File: config.mk
export PLATFORM = sky130hd
export DESIGN_NAME = cam_reg_seq
export DESIGN_NICKNAME = d
export VERILOG_FILES = /design/src/rtl/cam_reg_seq.sv
export SDC_FILE = /design/constraint.sdc
export NUM_CORES = 1
export LEC_CHECK = 0
export BUFFER_PORTS_ARGS = -buffer_cell sky130_fd_sc_hd__buf_2
export CORE_MARGIN = 3
export CORE_UTILIZATION = 35
export DETAILED_ROUTE_END_ITERATION = 12
export PLACE_DENSITY = 0.57
export RECOVER_POWER = 25
export SLEW_MARGIN = 10
export SYNTH_ARGS = -nofsm -noshare
export SYNTH_HDL_FRONTEND = slang
export SYNTH_SLANG_ARGS = --single-unit
File: constraint.sdc
create_clock -name clk_i -period 7.5 [get_ports clk_i]
set_input_delay 1.5 -clock clk_i [delete_from_list [all_inputs] [get_ports clk_i]]
set_output_delay 1.5 -clock clk_i [all_outputs]
set_load 0.03 [all_outputs]
File: src/rtl/cam_reg_seq.sv
// Camera register-init sequencer: walks a {dev,reg,data} table and
// issues one I2C write per entry to iic_drive, with delays and retries.
//
// Ports:
//   clk_i, rst          I2C control clock, async active-high reset
//   init_start          pulse, starts the table walk at entry 0
//   tbl_addr/tbl_data   registered-ROM read port (data 1 cycle later)
//   busy, err           status from iic_drive
//   start_en, wr_rd_flag, i2c_device_addr, register, data_byte
//                       command fields to iic_drive
//   config_busy/done/err, err_index
//                       sequence status
module cam_reg_seq #(
  parameter int TBL_AW       = 8,
  parameter int MAX_RETRY    = 3,
  parameter int TICKS_PER_MS = 100,
  parameter int ACK_TIMEOUT  = 64
) (
  input  logic              clk_i,
  input  logic              rst,
  input  logic              init_start,
  output logic [TBL_AW-1:0] tbl_addr,
  input  logic [31:0]       tbl_data,
  input  logic              busy,
  input  logic              err,
  output logic              start_en,
  output logic              wr_rd_flag,
  output logic [7:0]        i2c_device_addr,
  output logic [15:0]       register,
  output logic [7:0]        data_byte,
  output logic              config_busy,
  output logic              config_done,
  output logic              config_err,
  output logic [TBL_AW-1:0] err_index
);

  typedef enum logic [3:0] {
    IDLE,
    FETCH,
    DECODE,
    WAIT_IDLE,
    KICK,
    WAIT_ACK,
    WAIT_END,
    CHECK,
    DELAY,
    NEXT,
    DONE,
    FAIL
  } state_t;

  state_t      state;
  logic [31:0] timer;
  logic [7:0]  retry;
  logic        fail_q;

  // Only writes are ever issued.
  assign wr_rd_flag = 1'b0;

  always_ff @(posedge clk_i or posedge rst) begin
    if (rst) begin
      state           <= IDLE;
      timer           <= '0;
      retry           <= '0;
      fail_q          <= 1'b0;
      tbl_addr        <= '0;
      start_en        <= 1'b0;
      i2c_device_addr <= '0;
      register        <= '0;
      data_byte       <= '0;
      config_busy     <= 1'b0;
      config_done     <= 1'b0;
      config_err      <= 1'b0;
      err_index       <= '0;
    end else begin
      start_en <= 1'b0;
      case (state)
        IDLE: begin
          if (init_start) begin
            tbl_addr    <= '0;
            retry       <= '0;
            config_busy <= 1'b1;
            config_done <= 1'b0;
            config_err  <= 1'b0;
            state       <= FETCH;
          end
        end
        FETCH: state <= DECODE;
        DECODE: begin
          i2c_device_addr <= tbl_data[31:24];
          register        <= tbl_data[23:8];
          data_byte       <= tbl_data[7:0];
          if (tbl_data[31:24] == 8'h00) begin
            state <= DONE;
          end else if (tbl_data[23:8] == 16'hFFFF) begin
            if (tbl_data[7:0] == 8'h00) begin
              state <= NEXT;
            end else begin
              // Terminal count 0 gives exactly N*TICKS cycles here.
              timer <= 32'(tbl_data[7:0]) * 32'(TICKS_PER_MS) - 32'd1;
              state <= DELAY;
            end
          end else begin
            state <= WAIT_IDLE;
          end
        end
        WAIT_IDLE: begin
          if (!busy) begin
            start_en <= 1'b1;
            state    <= KICK;
          end
        end
        KICK: begin
          timer <= 32'(ACK_TIMEOUT - 1);
          state <= WAIT_ACK;
        end
        WAIT_ACK: begin
          if (busy) begin
            state <= WAIT_END;
          end else if (timer == 32'd0) begin
            // No acknowledge: same outcome as a NAKed write.
            fail_q <= 1'b1;
            state  <= CHECK;
          end else begin
            timer <= timer - 32'd1;
          end
        end
        WAIT_END: begin
          if (!busy) begin
            fail_q <= err;
            state  <= CHECK;
          end
        end
        CHECK: begin
          if (!fail_q) begin
            retry <= '0;
            state <= NEXT;
          end else if (retry < 8'(MAX_RETRY)) begin
            retry <= retry + 8'd1;
            state <= WAIT_IDLE;
          end else begin
            err_index <= tbl_addr;
            state     <= FAIL;
          end
        end
        DELAY: begin
          if (timer == 32'd0) state <= NEXT;
          else timer <= timer - 32'd1;
        end
        NEXT: begin
          // Running off the end of the table counts as success.
          if (&tbl_addr) begin
            state <= DONE;
          end else begin
            tbl_addr <= tbl_addr + 1'b1;
            state    <= FETCH;
          end
        end
        DONE: begin
          config_done <= 1'b1;
          config_busy <= 1'b0;
          state       <= IDLE;
        end
        FAIL: begin
          config_err  <= 1'b1;
          config_busy <= 1'b0;
          state       <= IDLE;
        end
        default: state <= IDLE;
      endcase
    end
  end

endmodule
## Word-level counts from Yosys, hierarchy flattened

Cells that the tools add are included.

- Flip-flop bits (word level): 97
- Input bits: 37
- Output and inout bits: 53
- Logic and storage cells: 102

- $add $sub $neg: 4
- Multiply operators: 1
- Magnitude comparators: 1
- Equality and inequality tests: 24
- Muxes and demuxes: 36
- Bitwise gates (word level): 1
- Reductions and logical operators: 22

Operator list:

| operator | count |
|---|---|
| $mux 32 | 5 |
| $pmux 32 s4 | 1 |
| $mux 4 | 11 |
| $pmux 4 s10 | 1 |
| $logic_not 32->1 | 1 |
| $mux 8 | 4 |
| $pmux 8 s2 | 2 |
| $sub 32x1->32 const B | 1 |
| $ne 2x2->1 const B | 10 |
| $add 8x1->8 const B | 2 |
| $eq 16x16->1 const B | 1 |
| $eq 4x3->1 const B | 4 |
| $eq 4x4->1 const B | 4 |
| $logic_not 8->1 | 2 |
| $sub 15x1->16 const B | 1 |
| $mul 8x5->13 const B | 1 |
| $reduce_bool 2->1 | 6 |
| $reduce_and 5->1 | 2 |
| $reduce_and 3->1 | 3 |
| $eq 4x2->1 const B | 2 |
| $lt 8x2->1 const B | 1 |
| $mux 1 | 8 |
| $pmux 1 s2 | 4 |
| $reduce_and 8->1 | 1 |
| other kinds (8) | 11 |

## Longest topological paths before layout

- Word-level depth: 6
- Gate-level depth with buffers: 16
- Gate-level depth less buffers: 14

## Worst setup path after synthesis

No wires, ideal clock.

- Path kind: input to register
- From: input tbl_data[3]
- To: register timer[15]
- Library setup time: 69 ps
- Arrival: 5063 ps
- Data required time: 7431 ps
- Path slack: 2368 ps
- Stages on the path: 14
- Path buffers: 2
- Cell sequence: ha_1 -> ha_1 -> inv_1 -> fa_1 -> inv_1 -> ha_1 -> a31o_1 -> or3_1 -> a211o_1 -> or3_4 -> or4_4 -> buf_6 -> buf_6 -> nand3_1

- Cells in the longest elaborated chain, start to end: 6
- Elaborated cells on any way between the ends: 9
- Classes of those cells: add/sub: 1; mul: 1; eq/ne: 1; mux: 4; reduce/logical: 2

RTL lines:

| item | RTL line | text |
|---|---|---|
| start: declaration | 23 | `input logic [31:0] tbl_data,` |
| $mul 8x5->13 | 100 | `timer <= 32'(tbl_data[7:0]) * 32'(TICKS_PER_MS) - 32'd1;` |
| $sub 15x1->16 | 100 |  |
| $mux 32 | 96 | `if (tbl_data[7:0] == 8'h00) begin` |
| $mux 32 | 95 | `end else if (tbl_data[23:8] == 16'hFFFF) begin` |
| $mux 32 | 93 | `if (tbl_data[31:24] == 8'h00) begin` |
| $pmux 32 s4 | 77 | `case (state)` |
| end signal: assignment | 100 |  |
| end signal: assignment | 114 | `timer <= 32'(ACK_TIMEOUT - 1);` |
| end signal: assignment | 125 | `timer <= timer - 32'd1;` |
| end: declaration | 53 | `logic [31:0] timer;` |

Parallel ways exist; a longest one is shown, timed or not. The select of a mux whose other input is x is not followed.
A chain may end at the register's enable or synchronous reset.

## Worst setup path after layout

- From: input tbl_data[2]
- To: register timer[17]

Same word-level chain as after synthesis.

==> summary.md <==
| Metric | Value |
|---|---|
| CTS Buf Count | `9` |
| WL/cell | `about 15 um` |
| Max-Cap Viols | `1` |
| Worst setup SP type | `input port` |
| Max incr delay on CP | `approximately 0.65 ns` |
| Average size of a mapped cell | `between 9 and 10 um^2` |
| IO Port Bufs | `88` |
| 1st-iter DRT viols | `367` |
| RePlAce Congestion | `between 0.8 and 0.9` |
| Hold slack | `0.505 ns` |
| Count leader, synth | `dfrtp_1` |
| Synth cell types | `slightly below 70` |
| Worst-Margin Slew | `1.77 ns` |
| Post-Syn Nets | `689` |
| Via count | `~5000` |
| CP Launch Point | `tbl_data[2]` |
| Layout area overhead | `15.5%` |
| Ys flop type | `dfrtp_1` |
| Clock Skew | `0.00663 ns` |
| Maximum VDD drop | `0.231 mV` |
| WP buf/inv | `2` |
| Gr ovfl total | `0` |
| Post-DP HPWL | `10.3 mm` |
| Core ar. | `0.0161 mm^2` |
| Fraction of registers with async set/reset | `100%` |
| Number of synthesized register bits | `97` |
| Cell family with most CP delay | `adder cells` |
| Failing checks | `capacitance limit, slew limit` |
| Root Driver | `clkbuf_16` |
| Sequential cell area fraction in the yosys report | `a little over two fifths` |
| # IOs | `90` |
| Rel. slew slack | `-17.9%` |
| Total clock sinks | `97` |
| Post-Syn Area | `0.00581 mm^2` |
| Crit path DAT | `5.38 ns` |
| Peak fanout along the critical path | `17` |
| # Post-CTS Setup Buffers | `0` |
| Minimum clock period | `between 5 and 6 ns` |
| CTS tree | `done` |
| Vias per cell | `~5.4` |
| Critical path's slowest cell | `or4_4` |
| Placement row count | `46` |
| Drt first pass iters | `5` |
| Commonest cells in the netlist | `dfrtp_1, nor2_1, o21ai_0` |
| Synth Instances | `roughly 610` |
| Cell mode on critical path | `ha_1` |
| Hold path startpoint | `register[10]` |
| Final Net Count | `767` |
| Final TNS setup | `0 ns` |
| Initial cell density of the core | `roughly 36%` |
| RR Startpoint | `state[1]` |
| Crit path required time | `7.80 ns` |
| Die area | `about 0.018 mm^2` |
| Die width | `roughly 130 um` |
| Leading area contributor after synthesis | `dfrtp_1` |
| Fmax | `between 0.15 and 0.2 GHz` |
| Warnings from Yosys | `0` |
| Multi-input gate area | `roughly 0.0032 mm^2` |
| Slew Limit Fails | `35` |
| Outcome | `finished, violations left` |
| DRT Wirelength | `roughly 14 mm` |
| P per Cell Area | `around 350 mW/mm^2` |
| Die boundary height | `~130 um` |
| Drt drc | `0` |
| Final hold vios | `0` |
| Fin crit share | `just under 70%` |
| Leak | `roughly 0.0031 uW` |
| GRT Util Overall | `between 10% and 20%` |
| Hold Buf Count CTS | `0` |
| CTS max path bufs | `2` |
| Critical Path End Type | `register` |
| Post-CTS sizing | `0` |
| Fillers | `1586` |
| CTS clk-pin slew, worst paths | `~0.07 ns` |
| Post-synth EDFFs | `0` |
| Post-synth top area share | `roughly two fifths` |
| Register area | `~0.0024 mm^2` |
| CP cell instances | `buf_2 > inv_1 > ha_1 > ha_1 > fa_1 > ha_1 > a31o_1 > or3_1 > a211o_1 > or3_4 > or4_4 > a21bo_1` |
| ANT cells | `0` |
| Worst hold path class | `register to register` |
| Vias in the first global route | `just under 5000` |
| Area contributors post-synth | `dfrtp_1, ha_1, mux2_2, o21ai_0, nor2_1` |
| Clk_lat worst skew | `between 0.3 and 0.4 ns` |
| Antenna Nets Post-Route | `0` |
| Layout cell share with drive strength beyond 1 | `22.4%` |
| # setup viols final | `0` |
| # H-tree levels | `3` |
| Crit path kind | `input port to register` |
| Initial antenna violation count | `0` |
| First-pass GRT wire length | `roughly 24 mm` |
| Total Power | `around 2300 uW` |
| RSZ-0062 raised after global routing | `false` |
| Largest net degree at the start of global routing | `84` |
==> cell type report <==
class	instances	share of cell area (%)
sequential	97	36.1
multi-input combinational	465	47.3
timing repair buffer	92	6.84
clock buffer	9	3.35
tap	216	4.02
clock inverter	7	0.913
inverter	25	1.42
==> metal layers <==
metal  GRT usage [%]  part of all wire, %  vias up
li1                -                    -     2386
met2            24.9                   46      114
met5               0                    0        -
met4            5.15                  1.5        0
met3            3.28                  4.8       13
met1            21.9                   48     2363
==> final timing paths <==
kind,end,slack (ns),cells past startpoint
setup reg to reg,timer[17],2.78,8
min in group asynchronous,register[14],1.19,2
hold reg to reg,register[10],0.51,1
max in group asynchronous,timer[11],4.88,3
hold / removal,register[10],0.51,1
setup / recovery,timer[17],2.42,12
==> cell families after synthesis <==
kind of cell / count (synthesis) / synth area share [%]
xor gates and xnor gates: 23 / 3.46
adders and majority gates: 40 / 9.00
and+or+nand+nor: 225 / 19.8
DFF: 97 / 41.7
other: 1 / 0.0645
buffers and inverters: 50 / 3.59
muxes: 41 / 7.92
AOI/OAI and AO/OA: 135 / 14.4
==> layout by cell type, fill, tap and decap left out, drive strengths merged, types with 14 or more instances in the layout <==
cell and n:
inv 27, a21oi 31, nor3 21, o21ai 51, ha 37, dfrtp 97, clkbuf 14, nand2 42
mux2 40, nor2 57, buf 87, or3 15, nand3 23
==> worst reg2reg max path: stages, from the launching register on <==
cell      delay, ns
dfrtp_1        0.70
nand2b_1       0.16
nor3_1         0.16
clkbuf_1       1.29
a21oi_1        0.20
a211oi_2       0.76
nand2_1        0.70
a211o_1        0.48
a21bo_1        0.17
==> sequential cells by signal, summed over array words and instances (netlist names), 4 cells and up <==
register	flops
register	16
i2c_device_addr	8
err_index	8
tbl_addr	8
retry	8
timer	32
state	4
data_byte	8
==> metrics by stage <==
stage	std cells	setup WS, ns	area [um^2]	utilization (%)
4_1_cts	911	2.42	6730	41.9
5_1_grt	911	2.24	6720	41.8
2_1_floorplan	612	2.37	5810	-
3_3_place_gp	895	2.10	6450	40.2
6_report	911	2.42	6720	41.8
3_5_place_dp	895	2.05	6450	40.2
==> power by group <==
part | internal, uW | total [uW] | switching, uW
Clock | 232 | 451 | 220
Sequential | 681 | 823 | 142
Combinational | 400 | 1070 | 669
Total | 1310 | 2340 | 1030
Note: power is estimated with default switching activity, not from simulation.
